[src/rtl/seg_scan_driver.sv]
// seg_scan_driver: scans eight snapshotted 7-segment patterns onto one shared
// segment bus and a one-hot digit-common bus, one digit per slot, with a
// blanking gap at the start of each slot and mask-selected digit blinking.
module seg_scan_driver #(
  parameter int DIV            = 1000,
  parameter int BLANK_CYCLES   = 16,
  parameter int BLINK_FRAMES   = 64,
  parameter bit SEG_ACTIVE_LOW = 1'b0,
  parameter bit COM_ACTIVE_LOW = 1'b1
) (
  input  logic       clk,
  input  logic       nrst,
  input  logic [7:0] SEG0,
  input  logic [7:0] SEG1,
  input  logic [7:0] SEG2,
  input  logic [7:0] SEG3,
  input  logic [7:0] SEG4,
  input  logic [7:0] SEG5,
  input  logic [7:0] SEG6,
  input  logic [7:0] SEG7,
  input  logic [7:0] blink_mask,
  output logic [7:0] seg_out,
  output logic [7:0] com_out,
  output logic       frame_tick
);

  localparam int CW = (DIV > 1) ? $clog2(DIV) : 1;
  localparam int FW = (BLINK_FRAMES > 1) ? $clog2(BLINK_FRAMES) : 1;
  localparam logic [CW-1:0] CNT_MAX   = CW'(DIV - 1);
  localparam logic [CW-1:0] BLANK_END = CW'(BLANK_CYCLES);
  localparam logic [FW-1:0] FCNT_MAX  = FW'(BLINK_FRAMES - 1);
  localparam logic [7:0]    SEG_POL   = {8{SEG_ACTIVE_LOW}};
  localparam logic [7:0]    COM_POL   = {8{COM_ACTIVE_LOW}};

  typedef enum logic {
    ST_BLANK = 1'b0,
    ST_DRIVE = 1'b1
  } slot_state_t;

  // cnt/dig name the slot position that the next edge will present.
  logic [CW-1:0] cnt;
  logic [2:0]    dig;
  logic [FW-1:0] fcnt;
  // ph is the blink phase of the next frame; cur_ph the phase being shown.
  logic          ph;
  logic          cur_ph;
  logic [7:0]    shadow [8];
  logic [7:0]    shadow_mask;
  logic [7:0]    seg_in [8];

  slot_state_t   state;
  slot_state_t   state_next;
  logic          frame_start;
  logic [7:0]    pattern;
  logic          blinked;
  logic [7:0]    seg_next;
  logic [7:0]    com_next;

  // Gather the pattern inputs into an indexable array.
  always_comb begin
    seg_in[0] = SEG0;
    seg_in[1] = SEG1;
    seg_in[2] = SEG2;
    seg_in[3] = SEG3;
    seg_in[4] = SEG4;
    seg_in[5] = SEG5;
    seg_in[6] = SEG6;
    seg_in[7] = SEG7;
  end

  assign frame_start = (cnt == '0) && (dig == 3'd0);

  // Slot-phase decode and logical output values for the next edge; at a frame
  // start the freshly sampled inputs are used so digit 0 needs no extra delay.
  always_comb begin
    state_next = ST_DRIVE;
    seg_next   = 8'h00;
    com_next   = 8'h00;
    pattern    = frame_start ? seg_in[dig] : shadow[dig];
    blinked    = frame_start ? (ph & blink_mask[dig]) : (cur_ph & shadow_mask[dig]);
    if (cnt < BLANK_END) begin
      state_next = ST_BLANK;
    end
    if (state_next == ST_DRIVE) begin
      com_next = 8'b0000_0001 << dig;
      seg_next = blinked ? 8'h00 : pattern;
    end
  end

  // Slot and digit counters; dig wraps 7->0 naturally on its 3-bit width.
  always_ff @(posedge clk or negedge nrst) begin
    if (!nrst) begin
      cnt <= '0;
      dig <= 3'd0;
    end else if (cnt == CNT_MAX) begin
      cnt <= '0;
      dig <= dig + 3'd1;
    end else begin
      cnt <= cnt + 1'b1;
    end
  end

  // Frame-start snapshot of patterns and mask, plus blink phase bookkeeping.
  always_ff @(posedge clk or negedge nrst) begin
    if (!nrst) begin
      for (int i = 0; i < 8; i++) begin
        shadow[i] <= 8'h00;
      end
      shadow_mask <= 8'h00;
      fcnt        <= '0;
      ph          <= 1'b0;
      cur_ph      <= 1'b0;
    end else if (frame_start) begin
      for (int i = 0; i < 8; i++) begin
        shadow[i] <= seg_in[i];
      end
      shadow_mask <= blink_mask;
      cur_ph      <= ph;
      if (fcnt == FCNT_MAX) begin
        fcnt <= '0;
        ph   <= ~ph;
      end else begin
        fcnt <= fcnt + 1'b1;
      end
    end
  end

  // Registered slot state and pin-polarity outputs.
  always_ff @(posedge clk or negedge nrst) begin
    if (!nrst) begin
      state      <= ST_BLANK;
      seg_out    <= SEG_POL;
      com_out    <= COM_POL;
      frame_tick <= 1'b0;
    end else begin
      state      <= state_next;
      seg_out    <= seg_next ^ SEG_POL;
      com_out    <= com_next ^ COM_POL;
      frame_tick <= frame_start;
    end
  end

  // The slot state is only observed through the outputs; keep it referenced.
  logic unused_state;
  assign unused_state = (state == ST_DRIVE);

endmodule

[config.mk]
export PLATFORM = sky130hd
export DESIGN_NAME = seg_scan_driver
export DESIGN_NICKNAME = d
export VERILOG_FILES = /design/src/rtl/seg_scan_driver.sv
export SDC_FILE = /design/constraint.sdc
export NUM_CORES = 1
export LEC_CHECK = 0
export BUFFER_PORTS_ARGS = -buffer_cell sky130_fd_sc_hd__clkbuf_2
export CORE_ASPECT_RATIO = 1.2
export CORE_UTILIZATION = 30
export CTS_BUF_LIST = sky130_fd_sc_hd__clkbuf_8
export DETAILED_ROUTE_END_ITERATION = 7
export PLACE_DENSITY = 0.59
export SLEW_MARGIN = 0
export SYNTH_ARGS = -nofsm -noshare
export SYNTH_HDL_FRONTEND = slang
export SYNTH_SLANG_ARGS = --single-unit
[constraint.sdc]
create_clock -name clk -period 2.1 [get_ports clk]
set_clock_uncertainty 0.1 [all_clocks]
set_input_delay 0.315 -clock clk [delete_from_list [all_inputs] [get_ports clk]]
set_output_delay 0.315 -clock clk [all_outputs]
set_load 0.05 [all_outputs]
==> impl_results.md, run 1 <==
* Final hold violations at 0
* RSZ-0062 raised after global routing: no
* Gr ovfl total at 0
* Critical path fanouts, max at 9
* HP Class: input port to flip-flop
* Initial antenna violation count at 0
* Crit-path cells: buf_4, nor2b_1, a22oi_1, nand2_1, nor2_1
* CTS H-Tree Depth at 3
* Core Region at 15800 µm²
* Yosys cell types at 38
* Die ar. at 16800 µm²
* R2R Setup Slk at 0.18 ns
* CTS Sinks at 110
* DRC viols at 0
* Synth top cells by count: 248 x nand2_1, 102 x dfrtp_1, 25 x mux2i_1
* CTS clock-pin slew for the worst setup and hold paths at 0.10 ns
* CP max stage cell: dfrtp_1
* Final WL at 11.7 mm
* DP HPWL at 8.41 mm
* Critical path startpoint category: flip-flop
* Wire per inst at 14.2 µm
* I/O pin count at 91
* Final net count at 689
* Syn_nets at 599
* Die Width at 118 µm
* Met2 usage at 24.2%
* Synthesis Warnings at 0
* Sequential share of the synthesized area at 56.6%
* Met1 usage at 18.6%
* Final period util at 91.4%
* Mapped Cells at 516
* Async S/R FF share, synth at 100%
* Worst path max stage delay at 0.50 ns
* IO Port Bufs at 90
* Initial Util at 31.0%
* Top-area cell type share of the netlist area at 52.3%
* DR pass1 iterations at 4
* Cell Area, Synth at 4880 µm²
* Worst vdd ir at 0.362 mV
* PwrDens at 670 nW/µm²
* Worst Path Arrival at 2.09 ns
* Final min period at 1.92 ns
* Layout cells sized above 1 at 22.6%
* Leakage power at 2.89 nW
* Via count at 3753
* Die span in y at 142 µm
* Worst path required time at 2.27 ns
* PostCTS Resize Cnt at 0
* GR Util All Layers at 14.6%
* Tightest Pin Transition at 0.578 ns
* MaxCap Viol Count at 0
* Final Setup Violations at 0
* Grt peak-use layer: met2
* Setup TNS Final at 0 ns
* Slew HR at 61.5%
* Status: complete, no violations
* Most common cell in the synthesized netlist: nand2_1
* Max Freq at 521 MHz
* Hold Slack at 0.0262 ns
* Worst-skew pair later-pin latency at 0.38 ns
* Ranking of synthesized cells by area: dfrtp_1 52%, nand2_1 19%, mux2i_1 5.1%
* Syn avg cell area at 9.46 µm²
* Number of diodes at 0
* Cell Rows at 50
* Clk buf depth at 2
* Antenna viol nets, final at 0
* DRT iter0 DRCs at 198
* CTS Root Cell: clkbuf_8
* Crit end category: flip-flop
* Crit path kind: flip-flop to flip-flop
* GR Util met3 at 2.45%
* First-pass GRT wire length at 19.1 mm
* Gpl congestion at 0.779
* Layout area overhead at 20.1%
* Primary FF master, synth: dfrtp_1
* CTS Buf Count at 9
* Vias in the first global route at 3834
* Fill cell count at 1640
* Fin. max-slew vios at 0
* Via density at 4.58
* Largest net degree at the start of global routing at 55
* Largest area contributor in the netlist: dfrtp_1
* CTS tree: done
* #FFs+latches synth at 110
* EDFF count, synth at 0
[path summary, 6_finish.rpt]
check | start | cells after the start | end
worst max-delay path | dig[0]$_DFFE_PN0N_ | 5 | seg_out[0]$_DFF_PN0_
worst min-delay path | SEG4[3] | 3 | shadow[27]$_DFFE_PN0N_
worst max register to register | dig[0]$_DFFE_PN0N_ | 5 | seg_out[0]$_DFF_PN0_
worst min register to register | ph$_DFFE_PN0P_ | 1 | ph$_DFFE_PN0P_
max in group asynchronous | nrst | 3 | shadow[13]$_DFFE_PN0N_
min in group asynchronous | nrst | 2 | seg_out[7]$_DFF_PN0_
[sequential cells by signal, summed over array words and instances, names as in the netlist]
register / cells
cnt: 10
shadow: 64
frame_tick: 1
fcnt: 6
cur_ph: 1
shadow_mask: 8
com_out: 8
ph: 1
seg_out: 8
dig: 3
[logic make-up after synthesis]
family	synth area share [%]
mux	7.90
compound gates	4.05
flops	56.6
fa+ha+maj	2.31
xor+xnor	1.79
buf+inv	3.08
simple gates	24.3
[per-layer routing]
| metal | vias up | part of all wire, % |
|---|---|---|
| met5 | - | 0 |
| met4 | 0 | 2.1 |
| met3 | 15 | 4.2 |
| met2 | 88 | 49 |
| met1 | 1814 | 45 |
| li1 | 1836 | - |
[through the flow]
step	setup slack, ns	util (%)	cell area [µm²]	power (mW)	cells
finish	0.181	37.2	5860	3.93	819
floorplan	0.321	-	4880	2.38	516
detailed placement	0.200	35.7	5630	2.55	802
global placement	0.220	35.7	5630	2.54	802
CTS	0.179	37.2	5860	3.98	819
global route	0.0227	37.2	5860	4.09	819
[area by class of cell]
type	instances	area, µm²	area share, %
clock buffer	10	138	2.35
clock inverter	6	85.1	1.45
inverter	7	26.3	0.448
multi-input combinational	374	1980	33.7
sequential	110	2760	47.2
tap	208	260	4.44
timing repair buffer	104	611	10.4
[critical path: cells and delay by family (launching register included)]
kind | cells | cell delay, ns
AO/OA/AOI/OAI | 1 | 0.28
buffers and inverters | 1 | 0.26
flip-flops | 1 | 0.50
AND/OR/NAND/NOR | 3 | 0.66
[repair_timing]
| item | 4_1_cts | 5_1_grt |
|---|---|---|
| hold buffers | 1 | 0 |
| endpoints found under the hold margin | 29 | 0 |
| buffers inserted | 0 | 0 |
[cell usage in the layout (no fill, tap or decap), types with 4 or more instances in the layout]
master,synthesis,layout
clkbuf_8,0,10
a22oi_1,12,12
clkbuf_2,0,89
dfstp_2,8,8
nor2_1,19,19
inv_1,6,7
mux2i_1,25,25
a21oi_1,5,5
nor2b_1,4,4
ha_1,9,9
buf_4,2,10
o21ai_0,5,5
mux4_2,5,5
nand3_1,9,9
nand2_1,248,248
dfrtp_1,102,101
xor2_1,4,4
xnor2_1,6,6
buf_12,0,4
[power breakdown]
part / switching, mW / total (mW) / leakage [nW] / internal, mW
Clock: 0.724 / 1.43 / 0.114 / 0.703
Combinational: 0.151 / 0.263 / 1.48 / 0.112
Sequential: 0.0411 / 2.24 / 1.30 / 2.20
Total: 0.916 / 3.93 / 2.89 / 3.01
(Power assumes the default switching activity.)
==> run 2, diff against run 1 <==
CTS_BUF_LIST = sky130_fd_sc_hd__clkbuf_4 sky130_fd_sc_hd__clkbuf_8   (was sky130_fd_sc_hd__clkbuf_8)
MAX_ROUTING_LAYER = met4   (was not set)
==> run 2 against run 1 <==
Combinational power about the same. First-iteration DRC count up 3.5%. Global-route usage up 0.43 points. Cell area about the same. Hold slack worse by 0.0020 ns. Sequential share of layout area is essentially flat. Via count is 0.21% higher. Routed wire length increased by 0.15%. Utilization hardly changed. Final cell count unchanged. Fmax rose by 0.13%. Critical endpoint unchanged.
==> impl_results.md, run 2 (same netlist as run 1, synthesis figures left out) <==
* Max reg flops at 64
* PwrDens at 672 nW/µm²
* Max Freq at 522 MHz
* Leakage power at 2.89 nW
* MaxCap Viol Count at 0
* Largest registers: shadow (64), cnt (10)
* Die span in y at 142 µm
* CTS H-Tree Depth at 3
* Final period util at 91.3%
* Clk buf depth at 2
* CTS Root Cell: clkbuf_8
* Via count at 3761
* DP HPWL at 8.41 mm
* Wire per inst at 14.3 µm
* Worst path max stage delay at 0.50 ns
* CP Buf/Inv Count at 1
* Layout cells sized above 1 at 22.7%
* DRT iter0 DRCs at 205
* IO Port Bufs at 90
* Post-CTS setup buffers at 0
* Crit end category: flip-flop
* Vias in the first global route at 3831
* Number of diodes at 0
* Core Region at 15800 µm²
* Critical path startpoint category: flip-flop
* Setup TNS Final at 0 ns
* Die Width at 118 µm
* Area after DPL at 5630 µm²
* Gpl congestion at 0.789
* PostCTS Resize Cnt at 0
* GR Util All Layers at 15.0%
* I/O pin count at 91
* Initial Util at 31.0%
* Final WL at 11.7 mm
* Worst Setup Slack post-DPL at 0.200 ns
* Hold Slack at 0.0242 ns
* Via density at 4.59
* Largest Register: shadow
* CP max stage cell: dfrtp_1
* Most common cell after layout, fill and taps aside: nand2_1
* Layout Cells excl Fill at 819
* Fin. max-slew vios at 0
* Final hold violations at 0
* Antenna viol nets, final at 0
* Gr ovfl total at 0
* Crit-path cells: buf_4, nor2b_1, a22oi_1, nand2_1, nor2_1
* Final min period at 1.92 ns
* Die ar. at 16800 µm²
* Tightest Pin Transition at 0.576 ns
* DR pass1 iterations at 4
* Critical path fanouts, max at 9
* CTS tree: done
* RSZ-0062 raised after global routing: no
* CTS Buf Count at 9
* CTS clock-pin slew for the worst setup and hold paths at 0.10 ns
* Initial antenna violation count at 0
* Worst vdd ir at 0.362 mV
* Layout area overhead at 20.1%
* Final net count at 689
* Design Area, Final at 5860 µm²
* Final Setup Violations at 0
* CTS Sinks at 110
* DRC viols at 0
* Family with the most delay on the worst path: simple AND/OR/NAND/NOR gates
* Crit path kind: flip-flop to flip-flop
* HP Class: input port to flip-flop
* Cell Rows at 50
* Status: complete, no violations
* Slew HR at 61.6%
* Worst path required time at 2.27 ns
* Largest net degree at the start of global routing at 55
* First-pass GRT wire length at 19.1 mm
* Worst-skew pair later-pin latency at 0.38 ns
* Final worst setup slack at 0.184 ns
* Placed insts at 802
* Most frequent cells in the layout: 248 x nand2_1, 101 x dfrtp_1, 89 x clkbuf_2, 25 x mux2i_1, 19 x nor2_1
* Worst Path Arrival at 2.09 ns
[run 2: cell count changes in the layout (fill, tap and decap cells not counted), sizes merged]
| cell | previous run | this run |
|---|---|---|
| clkbuf | 99 | 100 |
| inv | 9 | 8 |
[run 2: report_power, final]
part	switching (mW)	internal, mW
Combinational	0.151	0.112
Sequential	0.0410	2.20
Clock	0.723	0.721
Total	0.915	3.03
[run 2: final timing paths]
check | from | end | slack [ns] | depth (start not counted)
max in group asynchronous | nrst | shadow[14]$_DFFE_PN0N_ | 0.92 | 3
worst min register to register | ph$_DFFE_PN0P_ | ph$_DFFE_PN0P_ | 0.38 | 1
worst max register to register | dig[0]$_DFFE_PN0N_ | seg_out[0]$_DFF_PN0_ | 0.18 | 5
min in group asynchronous | nrst | seg_out[7]$_DFF_PN0_ | 0.34 | 2
worst max-delay path | dig[0]$_DFFE_PN0N_ | seg_out[0]$_DFF_PN0_ | 0.18 | 5
worst min-delay path | SEG4[3] | shadow[27]$_DFFE_PN0N_ | 0.02 | 3
[run 2: metal layers]
layer  vias up  global-route usage [%]  wire length (µm)
met4         0                    6.80               314
li1       1838                       -                 -
met1      1821                    18.7              5220
met2        82                    24.1              5670
met5         -                       -                 0
met3        20                    2.33               474
[run 2: layout make-up]
| type | count | area, µm² |
|---|---|---|
| multi-input combinational | 374 | 1980 |
| tap | 208 | 260 |
| sequential | 110 | 2760 |
| clock inverter | 5 | 81.3 |
| timing repair buffer | 104 | 611 |
| inverter | 7 | 26.3 |
| fill | 1640 | 9900 |
| clock buffer | 11 | 145 |
[run 2: per-stage QoR]
stage,util (%),power [mW]
floorplan,-,2.38
global placement,35.7,2.54
detailed placement,35.7,2.55
global route,37.2,4.11
CTS,37.2,4.00
finish,37.2,3.94
[run 2: what timing repair did]
item                       4_1_cts  5_1_grt
setup endpoints to repair        0        0
hold endpoints to repair        29        0
hold buffers                     1        0
[run 2: tightest hold or removal path, cell delays in order]
cell and delay [ns]:
clkbuf_2 0.07, nand2_1 0.04, nand2_1 0.04
==> run 3, diff against run 2 <==
CORE_UTILIZATION = 35   (was 30)
GPL_TIMING_DRIVEN = 1   (was not set)
PLACE_DENSITY = 0.66   (was 0.59)
==> run 3 against run 2 <==
Global-route usage rose by 2.3 points. Clock power fell by 16%. Flip-flop and latch count did not move. Setup slack improved by 0.024 ns. Sequential share of layout area fell by 0.11 points. Register-to-register slack improved by 0.02 ns. Utilization rose by 6.6 points. Fmax rose by 1.3%. First-iteration DRC count rose by 16%. Cell area rose by 0.23%. Non-clock buffer count rose by 12.
==> impl_results.md, run 3 (same netlist as run 1, synthesis figures left out) <==
* Area after DPL at 5570 µm²
* Largest Register: shadow
* Via density at 4.73
* Final period util at 90.1%
* Max Freq at 529 MHz
* Worst Setup Slack post-DPL at 0.175 ns
* IO Port Bufs at 90
* Final hold violations at 0
* Most frequent cells in the layout: 248 x nand2_1, 101 x dfrtp_1, 89 x clkbuf_2, 25 x mux2i_1, 19 x nor2_1
* Fill cell count at 1328
* Met1 wire length at 4.96 mm
* Worst-skew pair later-pin latency at 0.39 ns
* Gpl congestion at 0.774
* Number of diodes at 0
* RSZ-0062 raised after global routing: no
* Clk buf depth at 2
* Post-CTS setup buffers at 0
* Final min period at 1.89 ns
* Core Region at 13400 µm²
* Layout cells sized above 1 at 22.3%
* Via count at 3742
* CTS clock-pin slew for the worst setup and hold paths at 0.11 ns
* Total Power at 3.73 mW
* Critical path startpoint category: flip-flop
* I/O pin count at 91
* Largest net degree at the start of global routing at 53
* Gr ovfl total at 0
* Hold Slack at 0.0189 ns
* Slew HR at 65.3%
* Crit path kind: flip-flop to flip-flop
* Leakage power at 2.91 nW
* Routed wl met3 at 503 µm
* Wire per inst at 14.3 µm
* CTS Buf Count at 9
* Vias in the first global route at 3954
* Worst Path Arrival at 2.06 ns
* HP Class: input port to flip-flop
* Fin util at 43.8%
* Final net count at 701
* MaxCap Viol Count at 0
* DRT iter0 DRCs at 238
* Die ar. at 14400 µm²
* Crit end category: flip-flop
* CTS Root Cell: clkbuf_8
* DRC viols at 0
* DP HPWL at 8.21 mm
* Status: complete, no violations
* First-pass GRT wire length at 18.8 mm
* CTS tree: done
* Cell Rows at 46
* Crit path from: cnt[0]$_DFF_PN0_
* Final Setup Violations at 0
* Initial antenna violation count at 0
* Final WL at 11.3 mm
* Die span in y at 131 µm
* WL met2 at 5.58 mm
* Fin. max-slew vios at 0
* HP Start: blink_mask[0]
* GR Util All Layers at 17.3%
* Worst vdd ir at 0.293 mV
* CTS H-Tree Depth at 3
* Critical R2R Launch: cnt[0]$_DFF_PN0_
* Initial Util at 36.4%
* Layout Cells excl Fill at 791
* DR pass1 iterations at 4
* Placed insts at 762
* Antenna viol nets, final at 0
* Worst path required time at 2.27 ns
* Tightest Pin Transition at 0.517 ns
* Die Width at 110 µm
* Final worst setup slack at 0.208 ns
* Layout area overhead at 20.4%
* Design Area, Final at 5880 µm²
* Most common cell after layout, fill and taps aside: nand2_1
* Largest registers: shadow (64), cnt (10)
* Setup TNS Final at 0 ns
* Critical path fanouts, max at 47
* Max reg flops at 64
* PwrDens at 634 nW/µm²
* Highest Signal Layer: met4
* CTS Sinks at 110
## run 3: cell types whose count changed in the layout (fill, tap and decap cells not counted), sizes merged
cell,delta
bufinv,-2
clkbuf,-2
dlygate4sd3,+12
clkinvlp,+1
inv,+3
## run 3: worst paths after layout
path / cells past startpoint / slack [ns] / to
min in group asynchronous: 2 / 0.26 / cnt[9]$_DFF_PN0_
worst max-delay path: 7 / 0.21 / fcnt[5]$_DFFE_PN0N_
worst min-delay path: 3 / 0.02 / shadow_mask[0]$_DFFE_PN0N_
worst max register to register: 7 / 0.21 / fcnt[5]$_DFFE_PN0N_
max in group asynchronous: 3 / 1.05 / com_out[5]$_DFF_PN1_
worst min register to register: 2 / 0.38 / shadow[31]$_DFFE_PN0N_
## run 3: metal layers
metal	track usage, %	up-vias
met1	22.1	1775
met2	26.6	91
met3	2.73	25
met4	8.30	0
li1	-	1851
met5	-	-
## run 3: layout make-up
cell class	instances	area, µm²	area share (%)
tap	168	210	3.58
inverter	7	26.3	0.447
multi-input combinational	374	1980	33.6
clock buffer	9	124	2.11
timing repair buffer	116	722	12.3
sequential	110	2760	47.0
clock inverter	7	55.1	0.937
## run 3: worst max-delay path, cell delays in order (launching register included)
cell     delay [ns]
dfrtp_1        0.42
inv_1          0.07
ha_1           0.15
nor4b_2        0.30
nand4_4        0.16
buf_6          0.25
o21ai_0        0.20
o31ai_1        0.11
## run 3: timing repair
| action | 4_1_cts | 5_1_grt |
|---|---|---|
| resized for setup | 0 | 1 |
| endpoints found under the setup margin | 0 | 1 |
| endpoints found under the hold margin | 33 | 0 |
| hold buffers | 13 | 0 |
## run 3: report_power, final
part	switching (mW)	total, mW	internal [mW]
registers	0.0410	2.24	2.20
clock network	0.765	1.21	0.447
logic	0.154	0.280	0.126
